[config.mk]
export PLATFORM = sky130hd
export DESIGN_NAME = axis_pkt_rr_arbiter
export DESIGN_NICKNAME = d
export VERILOG_FILES = /design/src/rtl/axis_pkt_rr_arbiter_pkg.sv /design/src/rtl/rr_priority_pick.sv /design/src/rtl/axis_pkt_rr_arbiter.sv
export SDC_FILE = /design/constraint.sdc
export NUM_CORES = 1
export LEC_CHECK = 0
export CORE_MARGIN = 4
export CORE_UTILIZATION = 26
export CTS_CLUSTER_DIAMETER = 120
export CTS_CLUSTER_SIZE = 14
export DETAILED_ROUTE_END_ITERATION = 8
export PLACE_DENSITY = 0.83
export SYNTH_ARGS = -nofsm -noshare
export SYNTH_HDL_FRONTEND = slang
export SYNTH_HIERARCHICAL = 1
export SYNTH_SLANG_ARGS = --single-unit
export TNS_END_PERCENT = 10
[constraint.sdc]
create_clock -name s_axis_aclk -period 2.35 [get_ports s_axis_aclk]
set_input_delay 0.47 -clock s_axis_aclk [delete_from_list [all_inputs] [get_ports s_axis_aclk]]
set_output_delay 0.47 -clock s_axis_aclk [all_outputs]
set_load 0.05 [all_outputs]
[src/rtl/axis_pkt_rr_arbiter_pkg.sv]
// Shared types and helpers for the packet round-robin arbiter and its priority picker.
package axis_arb_pkg;

  typedef enum logic {
    IDLE = 1'b0,
    XFER = 1'b1
  } arb_state_e;

  localparam int STAT_W = 16;

  // Next index after ptr on a ring of n entries.
  function automatic int unsigned rr_wrap_inc(input int unsigned ptr, input int unsigned n);
    if (ptr + 32'd1 >= n) begin
      return 32'd0;
    end else begin
      return ptr + 32'd1;
    end
  endfunction

endpackage

[src/rtl/rr_priority_pick.sv]
// Combinational rotating-priority picker: first asserted req at or after ptr+1 (mod NUM_SRC).
module rr_priority_pick
  import axis_arb_pkg::*;
#(
  parameter int NUM_SRC = 4,
  parameter int SID_W   = 2
) (
  input  logic [NUM_SRC-1:0] req,
  input  logic [SID_W-1:0]   ptr,
  output logic               found,
  output logic [SID_W-1:0]   idx
);

  int unsigned      start_s;
  logic             hi_found_s;
  logic             lo_found_s;
  logic [SID_W-1:0] hi_idx_s;
  logic [SID_W-1:0] lo_idx_s;

  // Split the ring at start: the lowest requester at/above start wins, else the lowest below it.
  always_comb begin
    start_s    = rr_wrap_inc(32'(ptr), NUM_SRC);
    hi_found_s = 1'b0;
    lo_found_s = 1'b0;
    hi_idx_s   = '0;
    lo_idx_s   = '0;
    for (int i = NUM_SRC - 1; i >= 0; i--) begin
      if (req[i] && ($unsigned(i) >= start_s)) begin
        hi_found_s = 1'b1;
        hi_idx_s   = SID_W'(i);
      end else if (req[i]) begin
        lo_found_s = 1'b1;
        lo_idx_s   = SID_W'(i);
      end else begin
        hi_found_s = hi_found_s;
      end
    end
    found = hi_found_s | lo_found_s;
    if (hi_found_s) begin
      idx = hi_idx_s;
    end else begin
      idx = lo_idx_s;
    end
  end

endmodule

[src/rtl/axis_pkt_rr_arbiter.sv]
// Packet-granular round-robin AXI-Stream arbiter; grant held from first beat to accepted tlast.
// Optional per-source packet counters and stall flag are built when ARB_STATS_EN is defined.
module axis_pkt_rr_arbiter
  import axis_arb_pkg::*;
#(
  parameter int NUM_SRC = 4,
  parameter int DATA_W  = 32,
  parameter int KEEP_W  = DATA_W / 8,
  parameter int SID_W   = 2
) (
  input  logic                      s_axis_aclk,
  input  logic                      s_axis_aresetn,
  input  logic [NUM_SRC-1:0]        s_axis_tvalid,
  input  logic [NUM_SRC*DATA_W-1:0] s_axis_tdata,
  input  logic [NUM_SRC*KEEP_W-1:0] s_axis_tkeep,
  input  logic [NUM_SRC-1:0]        s_axis_tlast,
  output logic [NUM_SRC-1:0]        s_axis_tready,
  output logic                      m_axis_tvalid,
  output logic [DATA_W-1:0]         m_axis_tdata,
  output logic [KEEP_W-1:0]         m_axis_tkeep,
  output logic                      m_axis_tlast,
  input  logic                      m_axis_tready,
  output logic [SID_W-1:0]          grant_id,
`ifdef ARB_STATS_EN
  output logic [NUM_SRC*STAT_W-1:0] pkt_cnt,
  output logic                      beat_stall,
`endif
  output logic                      busy
);

  arb_state_e       state_r;
  logic [SID_W-1:0] rr_ptr_r;
  logic [SID_W-1:0] grant_r;
  logic             busy_r;
  logic             pick_found_s;
  logic [SID_W-1:0] pick_idx_s;
  logic             last_accept_s;

  rr_priority_pick #(
    .NUM_SRC (NUM_SRC),
    .SID_W   (SID_W)
  ) u_pick (
    .req   (s_axis_tvalid),
    .ptr   (rr_ptr_r),
    .found (pick_found_s),
    .idx   (pick_idx_s)
  );

  // Zero-latency pass-through of the granted source while transferring; everything idle otherwise.
  always_comb begin
    m_axis_tvalid = 1'b0;
    m_axis_tdata  = '0;
    m_axis_tkeep  = '0;
    m_axis_tlast  = 1'b0;
    s_axis_tready = '0;
    if (state_r == XFER) begin
      m_axis_tvalid          = s_axis_tvalid[grant_r];
      m_axis_tdata           = s_axis_tdata[grant_r*DATA_W +: DATA_W];
      m_axis_tkeep           = s_axis_tkeep[grant_r*KEEP_W +: KEEP_W];
      m_axis_tlast           = s_axis_tlast[grant_r];
      s_axis_tready[grant_r] = m_axis_tready;
    end else begin
      m_axis_tvalid = 1'b0;
    end
  end

  assign last_accept_s = (state_r == XFER) & m_axis_tvalid & m_axis_tready & m_axis_tlast;

  // Arbitration FSM: requests only matter in IDLE; the grant is released solely by an accepted tlast.
  always_ff @(posedge s_axis_aclk or negedge s_axis_aresetn) begin
    if (!s_axis_aresetn) begin
      state_r  <= IDLE;
      rr_ptr_r <= SID_W'(NUM_SRC - 1);
      grant_r  <= '0;
      busy_r   <= 1'b0;
    end else begin
      case (state_r)
        IDLE: begin
          if (pick_found_s) begin
            grant_r <= pick_idx_s;
            busy_r  <= 1'b1;
            state_r <= XFER;
          end
        end
        XFER: begin
          if (last_accept_s) begin
            rr_ptr_r <= grant_r;
            busy_r   <= 1'b0;
            state_r  <= IDLE;
          end
        end
        default: begin
          state_r <= IDLE;
          busy_r  <= 1'b0;
        end
      endcase
    end
  end

  assign grant_id = grant_r;
  assign busy     = busy_r;

`ifdef ARB_STATS_EN
  logic [STAT_W-1:0] cnt_r [NUM_SRC];
  logic              stall_r;

  // Saturating per-source packet counters and a one-cycle-delayed backpressure flag.
  always_ff @(posedge s_axis_aclk or negedge s_axis_aresetn) begin
    if (!s_axis_aresetn) begin
      for (int i = 0; i < NUM_SRC; i++) begin
        cnt_r[i] <= '0;
      end
      stall_r <= 1'b0;
    end else begin
      for (int i = 0; i < NUM_SRC; i++) begin
        if (last_accept_s && (grant_r == SID_W'(i)) && (cnt_r[i] != {STAT_W{1'b1}})) begin
          cnt_r[i] <= cnt_r[i] + STAT_W'(1);
        end
      end
      stall_r <= m_axis_tvalid & ~m_axis_tready;
    end
  end

  for (genvar gi = 0; gi < NUM_SRC; gi++) begin : g_cnt
    assign pkt_cnt[gi*STAT_W +: STAT_W] = cnt_r[gi];
  end
  assign beat_stall = stall_r;
`endif

endmodule
-- Word-level counts from Yosys, hierarchy flattened
Cells that the tools add are included.
- add/subtract/negate cells: 1
- eq/ne operators: 2
- bitwise operators: 6
- magnitude comparators: 7
- reduce and logical (&&, ||, !) cells: 8
- multiplexer cells: 43
- shift operators: 2
- operators with widths (operator ; number):
    $shiftx A128 B8 Y32 ; 1
    $ge A1 B32 Y1 const A ; 2
    $ge A2 B32 Y1 const A ; 2
    $mux W32 ; 2
    $mux W2 ; 13
    $mux W1 ; 21
    $shiftx A16 B5 Y4 ; 1
    $mux W4 ; 2
    $reduce_and A2 Y1 ; 3
    $logic_and A1 B1 Y1 ; 5
    $and A4 B4 Y4 ; 1
    $bmux W1 S2 ; 2
    $pmux W1 S2 ; 2
    $add A2 B1 Y3 const B ; 1
    $and A1 B1 Y1 ; 3
    $ge A3 B3 Y1 const B ; 1
    $lt A2 B3 Y1 const B ; 1
    $demux W1 S2 ; 1
    $ge A2 B1 Y1 const B ; 1
    $ne A2 B1 Y1 const B ; 1
    $ne A2 B2 Y1 const B ; 1
    $not A1 Y1 ; 1
    $or A1 B1 Y1 ; 1
- input bits: 155
- register bits: 6
- output and inout port bits: 45
- word-level logic and storage cells: 73

-- Depth between registers and ports, before layout
Gate-level depths: netlist of run 1.
- word-level depth: 15
- depth in mapped cells: 6
- gate-level depth less buffers: 6

-- Modules after synthesis
The synthesis of run 1 kept the hierarchy.
- modules (own cells, without submodules) (module ; cells an instance ; seq. area each (µm²) ; area each (µm²) ; times used):
    axis_pkt_rr_arbiter ; 114 ; 152.6 ; 1437.6 ; 1
    rr_priority_pick ; 14 ; 0.0 ; 91.3 ; 1

-- Worst setup path before layout of run 1
No wires, ideal clock.
- path type: flip-flop to output port
- start point: register grant_r[1] (netlist: grant_id[1])
- end point: output port s_axis_tready[2]
- slack: -0.466 ns
- arrival: 2.346 ns
- buffers on the path: 2
- required time: 1.880 ns
- cell stages (with the launch flop): 5
- path through: dfrtp_1 -> buf_2 -> clkbuf_1 -> inv_1 -> nor3_1
- word-level cells in the longest chain between the ends: 6
- elaborated cells on any way between the ends: 7
- classes of those cells: order compare (2); mux (3); bitwise (1); reduce/logical (1)
- RTL lines (item ; line ; source):
    start: declaration ; axis_pkt_rr_arbiter.sv:33 ; logic [SID_W-1:0] grant_r;
    start signal: assignment ; axis_pkt_rr_arbiter.sv:80 ; grant_r <= pick_idx_s;
    $lt A2 B3 Y1 (implied by the code) or $ge A2 B1 Y1 (tied branches) ; axis_pkt_rr_arbiter.sv:61 ; s_axis_tready[grant_r] = m_axis_tready;
    $logic_and A1 B1 Y1 (implied by the code) ; axis_pkt_rr_arbiter.sv:61 ;
    $mux W1 (implied by the code) ; axis_pkt_rr_arbiter.sv:61 ;
    $demux W1 S2 (*) ; axis_pkt_rr_arbiter.sv:61 ;
    $and A4 B4 Y4 (no source line) (*) ; n/a ;
    $mux W4 (*) ; axis_pkt_rr_arbiter.sv:56 ; if (state_r == XFER) begin
    end: declaration ; axis_pkt_rr_arbiter.sv:17 ; output logic [NUM_SRC-1:0] s_axis_tready,
Every way passes the cells marked *; elsewhere a longest branch is shown, timed or not.

-- Worst setup path in the final report of run 1
- start point: register grant_r[0] (netlist: grant_id[0])
- end point: output port m_axis_tkeep[1]
- word-level cells in the longest chain between the ends: 2
- RTL lines (item ; line ; source):
    $shiftx A16 B5 Y4 ; axis_pkt_rr_arbiter.sv:59 ; m_axis_tkeep = s_axis_tkeep[grant_r*KEEP_W +: KEEP_W];
    $mux W4 ; axis_pkt_rr_arbiter.sv:56 ;
    end: declaration ; axis_pkt_rr_arbiter.sv:20 ; output logic [KEEP_W-1:0] m_axis_tkeep,
No other way between the ends.

==> impl_metrics.py, run 1 <==
metrics = {
    "run_status": {
        "status": "finished, final reports clean",
    },
    "route": {
        "detail-route-antenna-nets": 0,
        "avgRoutedWirePerCell_um": 18.1,
        "drt_wl_total_um": 7280,
        "drc": 0,
        "drt_pre_antenna_iters": 4,
        "vias_per_cell": 4.80,
        "drt_iter0_markers": 29,
        "vias": 1930,
    },
    "clock_tree": {
        "htreeDepth": 1,
        "clkLatencyLatePin_ns": 0.22,
        "numCtsBuffers": 3,
        "cts.sink_count": 6,
        "cts_buffer_depth": 2,
        "tritoncts": "yes",
        "cts_root_buf": "clkbuf_8",
        "clk_pin_slew_ns": 0.03,
    },
    "worst_setup_path": {
        "cp_slowest_stage_delay_ns": 0.52,
        "crit_path_cell_trace": "buf_12 > mux4_2 > and2_1 > buf_4",
        "crit_end": "m_axis_tkeep[1]",
        "rr_worst_depth": 4,
        "cp-end-kind": "output pin",
        "worst-path-buf-inv": 2,
        "critical_path_depth": 4,
        "cp_max_fo": 18,
        "required_ns": 1.88,
        "cp-start-kind": "register",
        "crit_slowest_cell": "mux4_2",
        "worstSetupStartpoint": "grant_id[0]$_DFFE_PN0P_",
        "path_class": "reg2out",
        "arrival_ns": 1.80,
        "r2r-start": "grant_id[0]$_DFFE_PN0P_",
        "r2r_slack_ns": 0.63,
        "critPathTopFamily": "multiplexers",
        "r2r_end": "rr_ptr_r[1]$_DFFE_PN1P_",
    },
    "synth": {
        "yosys_warnings": 6,
        "yosysTopAreaCellShare_pct": 56.0,
        "ys_types": 26,
        "syn-instance-count": 128,
        "syn_nets": 285,
        "yosys-top-cells-area": "mux4_2 56%, and2_1 16%, dfrtp_1 6.5%",
        "synth_top_cell_by_area": "mux4_2",
        "synth.avg_cell_area_um2": 11.9,
        "synth_area_um2": 1530,
        "ys_seq_area_share_pct": 9.98,
        "ys_ff_latch": 6,
    },
    "placed_design": {
        "place_area_um2": 3650,
        "gp_congestion": 0.829,
        "portBuffers": 199,
        "dp_hpwl_um": 6390,
    },
    "finish": {
        "stdcell_area_um2": 3710,
        "drive_gt1_share_pct": 32.4,
        "nNetsFinal": 489,
        "antenna_cells": 0,
        "layout_common_cells": "155 x clkdlybuf4s50_1, 47 x buf_4, 38 x mux4_2, 38 x and2_1, 10 x buf_12",
        "final_common_cell": "clkdlybuf4s50_1",
        "post-route-util_pct": 66.2,
        "syn2layout_area_growth_pct": 143,
    },
    "flow_run": {
        "drv_cap": 0,
    },
    "floorplan": {
        "die_area_um2": 7170,
        "initial_core_util_pct": 27.3,
        "num_rows": 27,
        "core-area_um2": 5610,
        "die_w_um": 84.7,
        "die-height_um": 84.7,
        "pin_count": 200,
    },
    "grt": {
        "grt_pass1_vias": 2165,
        "grt_antenna_before_repair": 0,
        "grt_max_degree": 20,
        "globalRouteTotalUtil_pct": 19.8,
        "grt-ovfl-total": 0,
        "grt_pass1_wl_um": 11400,
    },
    "timing": {
        "max_freq_mhz": 441,
        "hold_viol": 0,
        "slew_violations": 0,
        "post-route-min-period_ns": 2.27,
        "timing.hold.ws_ns": 0.486,
        "worst_slew_pin_slew_ns": 0.509,
        "setup_viol": 0,
        "worst_clock_skew_ns": 0.00118,
        "relSlewSlack_pct": 66.0,
        "fin_crit_sh_pct": 96.6,
    },
    "worst_hold_path": {
        "min_path_type": "in2async",
    },
    "power_and_ir_drop": {
        "vdd_ir_drop_max_mv": 0.918,
        "p_leak_nw": 1.43,
        "powerDensity_nw_per_um2": 1330,
    },
}
## cell usage after synthesis
cell / n
o2bb2ai_1: 1
buf_2: 3
mux2_1: 2
nor2_1: 6
dfstp_2: 2
nand2b_1: 1
mux2_2: 1
a221o_1: 1
a211oi_1: 2
clkbuf_1: 7
ha_1: 2
o21a_1: 1
and2_1: 38
a21oi_1: 1
nand4_2: 1
nor3_1: 2
buf_6: 1
nand3_1: 2
dfrtp_1: 4
nand2_1: 3
buf_4: 3
inv_1: 3
nor3b_1: 1
o21ai_0: 1
mux4_2: 38
nor2b_1: 1
## flip-flops by register name, indices dropped and copies added, names as in the netlist
register and cells:
grant_id 2, rr_ptr_r 2, busy 1, state_r 1
## logic make-up after synthesis
group	after synthesis	synth area share [%]
simple gates	55	21.2
mux	41	58.2
buf+inv	17	5.65
compound gates	7	3.35
flops	6	9.98
fa+ha+maj	2	1.64
## timing repair
action                                  CTS  global route
setup buffers                             0             2
hold buffers                              0             0
endpoints found under the setup margin    0            12
gates resized for setup                   0             1
## per-stage QoR
step                      std cells  setup TNS (ns)  power (mW)  worst slack [ns]
after floorplan                 128          -0.234        3.35           -0.0802
after global placement          397               0        4.78             0.119
after detailed placement        397               0        4.82            0.0885
after CTS                       400               0        4.99            0.0257
after global routing            402         -0.0486        5.22           -0.0131
final                           402               0        4.95            0.0810
## power by group
| part | leakage (nW) | switching (mW) | internal (mW) |
|---|---|---|---|
| combinational | 1.34 | 2.56 | 1.96 |
| clock | 0.0216 | 0.0388 | 0.110 |
| sequential | 0.0640 | 0.121 | 0.168 |
## worst reg2reg max path, cell delays in order (launching register included)
cell	delay (ns)
dfrtp_2	0.47
buf_4	0.16
mux4_2	0.52
nand4_2	0.15
mux2_1	0.34
## area by class of cell
class / instances / area, um^2
Inverter: 3 / 11.3
Clock buffer: 3 / 41.3
Fill cell: 461 / 1890
Sequential cell: 6 / 155
Timing Repair Buffer: 213 / 2120
Multi-Input combinational cell: 105 / 1300
Tap cell: 72 / 90.1
## worst min-delay path by stage
stage,start,to,slack (ns)
6_report,s_axis_aresetn,state_r$_DFF_PN0_,0.49
5_1_grt,s_axis_aresetn,state_r$_DFF_PN0_,0.50
4_1_cts,s_axis_aresetn,state_r$_DFF_PN0_,0.49
3_5_place_dp,busy$_DFFE_PN0P_,busy$_DFFE_PN0P_,0.51
3_3_place_gp,busy$_DFFE_PN0P_,busy$_DFFE_PN0P_,0.51
2_1_floorplan,s_axis_aresetn,busy$_DFFE_PN0P_,0.17
## layer usage
metal  vias up  routed length [um]  global-route usage [%]
met1       909                2630                    22.0
met2        99                3960                    38.0
li1        912                   -                       -
met5         -                   0                       0
met3        10                 594                    5.30
met4         0                  97                    3.17
Power figures use the tool's default switching activity.
==> inputs of run 2 (changes only) <==
--- a/config.mk
+++ b/config.mk
@@ -5,7 +5,6 @@
 export SDC_FILE = /design/constraint.sdc
 export NUM_CORES = 1
 export LEC_CHECK = 0
-export CORE_MARGIN = 4
 export CORE_UTILIZATION = 26
 export CTS_CLUSTER_DIAMETER = 120
 export CTS_CLUSTER_SIZE = 14
==> run 2 against run 1 <==
Clock skew increased by 0.0048 ns. Non-clock buffer count decreased by 5. Design area decreased by 0.84%. Clock power increased by 9%. Largest cell class unchanged.
==> impl_metrics.py, run 2 (synthesis results as in run 1) <==
metrics = {
    "floorplan": {
        "pin_count": 200,
        "num_rows": 27,
        "die_w_um": 78.7,
        "die_area_um2": 6190,
        "core-area_um2": 5570,
        "die-height_um": 78.7,
        "initial_core_util_pct": 27.4,
    },
    "clock_tree": {
        "cts.sink_count": 6,
        "htreeDepth": 1,
        "cts_root_buf": "clkbuf_8",
        "numCtsBuffers": 3,
        "clkLatencyLatePin_ns": 0.22,
        "postCtsHoldBufs": 0,
        "cts_buffer_depth": 2,
        "clk_pin_slew_ns": 0.04,
        "tritoncts": "yes",
    },
    "worst_setup_path": {
        "cp-end-kind": "output pin",
        "worst-path-buf-inv": 2,
        "cp-start-kind": "register",
        "crit_path_cell_trace": "buf_12 > mux4_2 > and2_1 > buf_4",
        "path_class": "reg2out",
        "critPathTopFamily": "multiplexers",
        "crit_slowest_cell": "mux4_2",
        "cp_max_fo": 21,
        "cp_slowest_stage_delay_ns": 0.51,
        "required_ns": 1.88,
        "arrival_ns": 1.80,
    },
    "route": {
        "avgRoutedWirePerCell_um": 16.7,
        "detail-route-antenna-nets": 0,
        "drt_wl_total_um": 6640,
        "drc": 0,
        "drt_iter0_markers": 79,
        "vias_per_cell": 4.80,
        "drt_pre_antenna_iters": 4,
        "vias": 1911,
    },
    "timing": {
        "worst_clock_skew_ns": 0.00594,
        "setup_tns_ns": 0,
        "slew_violations": 0,
        "post-route-min-period_ns": 2.27,
        "relSlewSlack_pct": 67.3,
        "hold_viol": 0,
        "timing.hold.ws_ns": 0.492,
        "setup_viol": 0,
        "max_freq_mhz": 440,
        "rsz0062_at_grt": "false",
        "worst_slew_pin_slew_ns": 0.489,
        "fin_crit_sh_pct": 96.7,
    },
    "placed_design": {
        "place_area_um2": 3620,
        "post-place-cells": 394,
        "gp_congestion": 0.766,
        "portBuffers": 199,
        "dp_hpwl_um": 5670,
    },
    "worst_hold_path": {
        "min_path_type": "in2async",
    },
    "power_and_ir_drop": {
        "powerDensity_nw_per_um2": 1340,
        "vdd_ir_drop_max_mv": 0.805,
        "total_power_mw": 4.93,
        "p_leak_nw": 1.41,
    },
    "grt": {
        "grt_pass1_wl_um": 9970,
        "grt-ovfl-total": 0,
        "grt_pass1_vias": 1979,
        "globalRouteTotalUtil_pct": 20.8,
        "grt_max_degree": 25,
        "grt_antenna_before_repair": 0,
    },
    "finish": {
        "antenna_cells": 0,
        "nNetsFinal": 484,
        "layout.cells.non_filler": 398,
        "drive_gt1_share_pct": 31.3,
        "syn2layout_area_growth_pct": 141,
        "layout_common_cells": "155 x clkdlybuf4s50_1, 39 x buf_4, 38 x mux4_2, 38 x and2_1, 9 x buf_12",
        "final_common_cell": "clkdlybuf4s50_1",
        "stdcell_area_um2": 3680,
    },
    "run_status": {
        "status": "finished, final reports clean",
    },
    "flow_run": {
        "drv_cap": 0,
    },
}
## run 2: stage by stage
stage / utilization (%) / setup slack, ns
2_1_floorplan: - / -0.0802
3_3_place_gp: 64.9 / 0.109
3_5_place_dp: 64.9 / 0.0908
4_1_cts: 65.7 / 0.0468
5_1_grt: 66.1 / 0.000117
6_report: 66.1 / 0.0770
## run 2: cell type report
class                   count  area, um^2
well taps                  72        90.1
fillers                   472        1890
repair buffers            208        2080
inverters                   3        11.3
clock buffers               4        45.0
flip-flops and latches      6         155
multi-input cells         105        1300
## run 2: where the power goes
part           switching, mW  internal [mW]  total [mW]
clock network         0.0454          0.117       0.162
registers             0.0851          0.169       0.254
logic                   2.58           1.93        4.52
total                   2.72           2.22        4.93
## run 2: path summary, 6_finish.rpt
kind                       depth (start not counted)                      end  slack, ns               startpoint
hold / removal                                     1         busy$_DFFE_PN0P_       0.49           s_axis_aresetn
min in group s_axis_aclk                           1         busy$_DFFE_PN0P_       0.53         busy$_DFFE_PN0P_
hold reg to reg                                    1         busy$_DFFE_PN0P_       0.53         busy$_DFFE_PN0P_
max in group asynchronous                          1  rr_ptr_r[1]$_DFFE_PN1P_       1.58           s_axis_aresetn
setup reg to reg                                   6  grant_id[0]$_DFFE_PN0P_       0.70  rr_ptr_r[0]$_DFFE_PN1P_
setup / recovery                                   4         m_axis_tdata[15]       0.08  grant_id[0]$_DFFE_PN0P_
## run 2: worst reg2reg max path, cell delays in order (launching register included)
cell	delay, ns
dfstp_2	0.54
inv_1	0.04
ha_1	0.32
nand2b_1	0.16
a21oi_1	0.15
a211oi_1	0.06
mux2_2	0.27
## run 2: layer usage
layer	part of all wire, %	global-route usage [%]	vias to the layer above
met5	0	0	-
met4	0.86	3.52	0
met3	8.1	4.30	6
met2	55	40.6	93
met1	36	22.9	911
li1	-	-	901
## run 2: what timing repair did
| item | CTS | global route |
|---|---|---|
| buffers inserted | 0 | 0 |
| resized for setup | 0 | 5 |
| endpoints found under the setup margin | 0 | 5 |
==> inputs of run 3 (changes only) <==
--- a/config.mk
+++ b/config.mk
@@ -5,11 +5,12 @@
 export SDC_FILE = /design/constraint.sdc
 export NUM_CORES = 1
 export LEC_CHECK = 0
-export CORE_UTILIZATION = 26
+export ABC_AREA = 1
+export CORE_UTILIZATION = 28
 export CTS_CLUSTER_DIAMETER = 120
 export CTS_CLUSTER_SIZE = 14
 export DETAILED_ROUTE_END_ITERATION = 8
-export PLACE_DENSITY = 0.83
+export PLACE_DENSITY = 0.84
 export SYNTH_ARGS = -nofsm -noshare
 export SYNTH_HDL_FRONTEND = slang
 export SYNTH_HIERARCHICAL = 1
==> run 3 against run 2 <==
Maximum frequency up 1.3%. Final cell count is 38% higher. Power grew 32%. Combinational power up 36%. Flip-flop and latch count unchanged. First-iteration DRC count grew 110%. Synthesized area rose by 11%. Largest cell class unchanged.
==> impl_metrics.py, run 3 <==
metrics = {
    "run_status": {
        "status": "finished, final reports clean",
    },
    "clock_tree": {
        "post_cts_buffers": 0,
        "cts_buffer_depth": 2,
        "htreeDepth": 1,
        "cts_root_buf": "clkbuf_8",
        "numCtsBuffers": 3,
        "tritoncts": "yes",
        "cts_resized": 0,
        "postCtsHoldBufs": 0,
        "clkLatencyLatePin_ns": 0.23,
        "cts.sink_count": 6,
        "clk_pin_slew_ns": 0.04,
    },
    "route": {
        "avgRoutedWirePerCell_um": 16.6,
        "detail-route-antenna-nets": 0,
        "vias": 3012,
        "drc": 0,
        "drt_pre_antenna_iters": 4,
        "drt_wl_total_um": 9100,
        "drt_iter0_markers": 162,
        "vias_per_cell": 5.49,
    },
    "worst_setup_path": {
        "path_class": "reg2out",
        "crit_slowest_cell": "dfrtp_2",
        "cp-end-kind": "output pin",
        "cp-start-kind": "register",
        "r2r-start": "grant_id[0]$_DFFE_PN0P_",
        "critPathTopFamily": "flip-flops",
        "r2r_end": "state_r$_DFF_PN0_",
        "critical_path_depth": 5,
        "cp_max_fo": 11,
        "crit_end": "m_axis_tdata[6]",
        "arrival_ns": 1.77,
        "required_ns": 1.88,
        "worstSetupStartpoint": "grant_id[0]$_DFFE_PN0P_",
        "r2r_slack_ns": 0.69,
        "worst-path-buf-inv": 2,
        "crit_path_cell_trace": "nor2_4 > buf_4 > nand2_1 > a41oi_1 > buf_12",
        "cp_slowest_stage_delay_ns": 0.44,
        "rr_worst_depth": 9,
    },
    "timing": {
        "relSlewSlack_pct": 66.9,
        "setup_viol": 0,
        "worst_clock_skew_ns": 0.00487,
        "rsz0062_at_grt": "false",
        "timing.hold.ws_ns": 0.472,
        "worst_slew_pin_slew_ns": 0.494,
        "max_freq_mhz": 446,
        "hold_viol": 0,
        "slew_violations": 0,
        "post-route-min-period_ns": 2.24,
        "fin_crit_sh_pct": 95.5,
    },
    "floorplan": {
        "pin_count": 200,
        "die-height_um": 79.8,
        "die_area_um2": 6360,
        "die_w_um": 79.8,
        "num_rows": 27,
        "initial_core_util_pct": 29.8,
        "core-area_um2": 5680,
    },
    "placed_design": {
        "portBuffers": 199,
        "post-place-cells": 545,
        "place_area_um2": 4160,
        "gp_congestion": 0.835,
        "dp_hpwl_um": 7170,
    },
    "worst_hold_path": {
        "min_path_type": "reg2reg",
        "holdPathStages": 2,
    },
    "synth": {
        "synth.avg_cell_area_um2": 5.78,
        "yosys_warnings": 6,
        "ys_types": 19,
        "ys_seq_area_share_pct": 9.02,
        "syn_nets": 450,
        "syn-instance-count": 293,
        "synth_area_um2": 1690,
        "synthArstFlopShare_pct": 100,
        "synth_top_cell_by_area": "nand3_1",
        "yosys-top-cells-count": "117 x nand3_1, 65 x nand2_1, 36 x a41oi_1",
        "synth_ff_type": "dfrtp_1",
        "ys_ff_latch": 6,
        "yosys-top-cells-area": "nand3_1 35%, a41oi_1 19%, nand2_1 14%",
        "synth_edf_count": 0,
        "yosysMostFrequentCell": "nand3_1",
        "yosysTopAreaCellShare_pct": 34.6,
    },
    "finish": {
        "layout_common_cells": "155 x clkdlybuf4s50_1, 117 x nand3_1, 65 x nand2_1, 46 x buf_12, 36 x a41oi_1",
        "antenna_cells": 0,
        "nNetsFinal": 635,
        "drive_gt1_share_pct": 16.6,
        "syn2layout_area_growth_pct": 149,
        "layout.cells.non_filler": 549,
        "final_common_cell": "clkdlybuf4s50_1",
        "stdcell_area_um2": 4210,
    },
    "grt": {
        "grt_antenna_before_repair": 0,
        "grt-ovfl-total": 0,
        "grt_max_degree": 48,
        "globalRouteTotalUtil_pct": 27.4,
        "grt_pass1_wl_um": 13800,
        "grt_pass1_vias": 2881,
    },
    "power_and_ir_drop": {
        "p_leak_nw": 1.61,
        "vdd_ir_drop_max_mv": 1.04,
        "powerDensity_nw_per_um2": 1550,
    },
    "flow_run": {
        "drv_cap": 0,
    },
}
[run 3: cell types whose count changed in the layout (fill, tap and decap cells not counted), sizes merged, moves of 2 or more]
cell    previous run  this run
a211oi             2         0
a41oi              0        36
and2              38         0
buf               53        59
inv                3        11
mux2               3         0
mux4              38         0
nand2              3        68
nand3              2       117
nor2               6        12
nor3               2         4
[run 3: worst min-delay path: cells and delay by family, from the launching register on]
kind,cells,cell delay [ns]
flip-flops,1,0.36
AND/OR/NAND/NOR,2,0.10
[run 3: worst min-delay path by stage]
stage | slack [ns] | to | from
after floorplan | 0.17 | busy$_DFFE_PN0P_ | s_axis_aresetn
after global placement | 0.47 | rr_ptr_r[0]$_DFFE_PN1P_ | rr_ptr_r[0]$_DFFE_PN1P_
after detailed placement | 0.47 | rr_ptr_r[0]$_DFFE_PN1P_ | rr_ptr_r[0]$_DFFE_PN1P_
after CTS | 0.47 | rr_ptr_r[0]$_DFFE_PN1P_ | rr_ptr_r[0]$_DFFE_PN1P_
after global routing | 0.50 | busy$_DFFE_PN0P_ | s_axis_aresetn
final | 0.47 | rr_ptr_r[0]$_DFFE_PN1P_ | rr_ptr_r[0]$_DFFE_PN1P_
[run 3: final cells by class]
class,instances,area [um^2]
Clock buffer,4,45.0
Fill cell,447,1470
Inverter,12,46.3
Multi-Input combinational cell,241,1300
Sequential cell,6,155
Tap cell,72,90.1
Timing Repair Buffer,214,2580
[run 3: metrics by stage]
| stage | util [%] | total power, mW | setup slack (ns) | TNS [ns] |
|---|---|---|---|---|
| finish | 74.2 | 6.52 | 0.107 | 0 |
| global route | 74.2 | 6.85 | 0.00808 | 0 |
| CTS | 74.0 | 6.54 | 0.0654 | 0 |
| detailed placement | 73.2 | 6.35 | 0.261 | 0 |
| global placement | 73.2 | 6.30 | 0.258 | 0 |
| floorplan | - | 3.54 | -0.315 | -9.21 |
[run 3: where the power goes]
group          internal [mW]  total (mW)  switching, mW
clock network          0.117       0.168         0.0512
logic                   2.66        6.13           3.47
registers              0.165       0.223         0.0580
total                   2.94        6.52           3.58
[run 3: cell families after synthesis]
group / after synthesis / synth area share [%]
flops: 6 / 9.02
buf+inv: 46 / 15.0
compound gates: 38 / 19.2
simple gates: 201 / 55.3
fa+ha+maj: 2 / 1.48
[run 3: per-layer routing]
metal | part of all wire, % | track usage, % | up-vias
met3 | 8.5 | 6.40 | 26
li1 | - | - | 1434
met5 | 0 | 0 | -
met2 | 51 | 50.6 | 166
met1 | 37 | 30.1 | 1386
met4 | 3.5 | 10.0 | 0
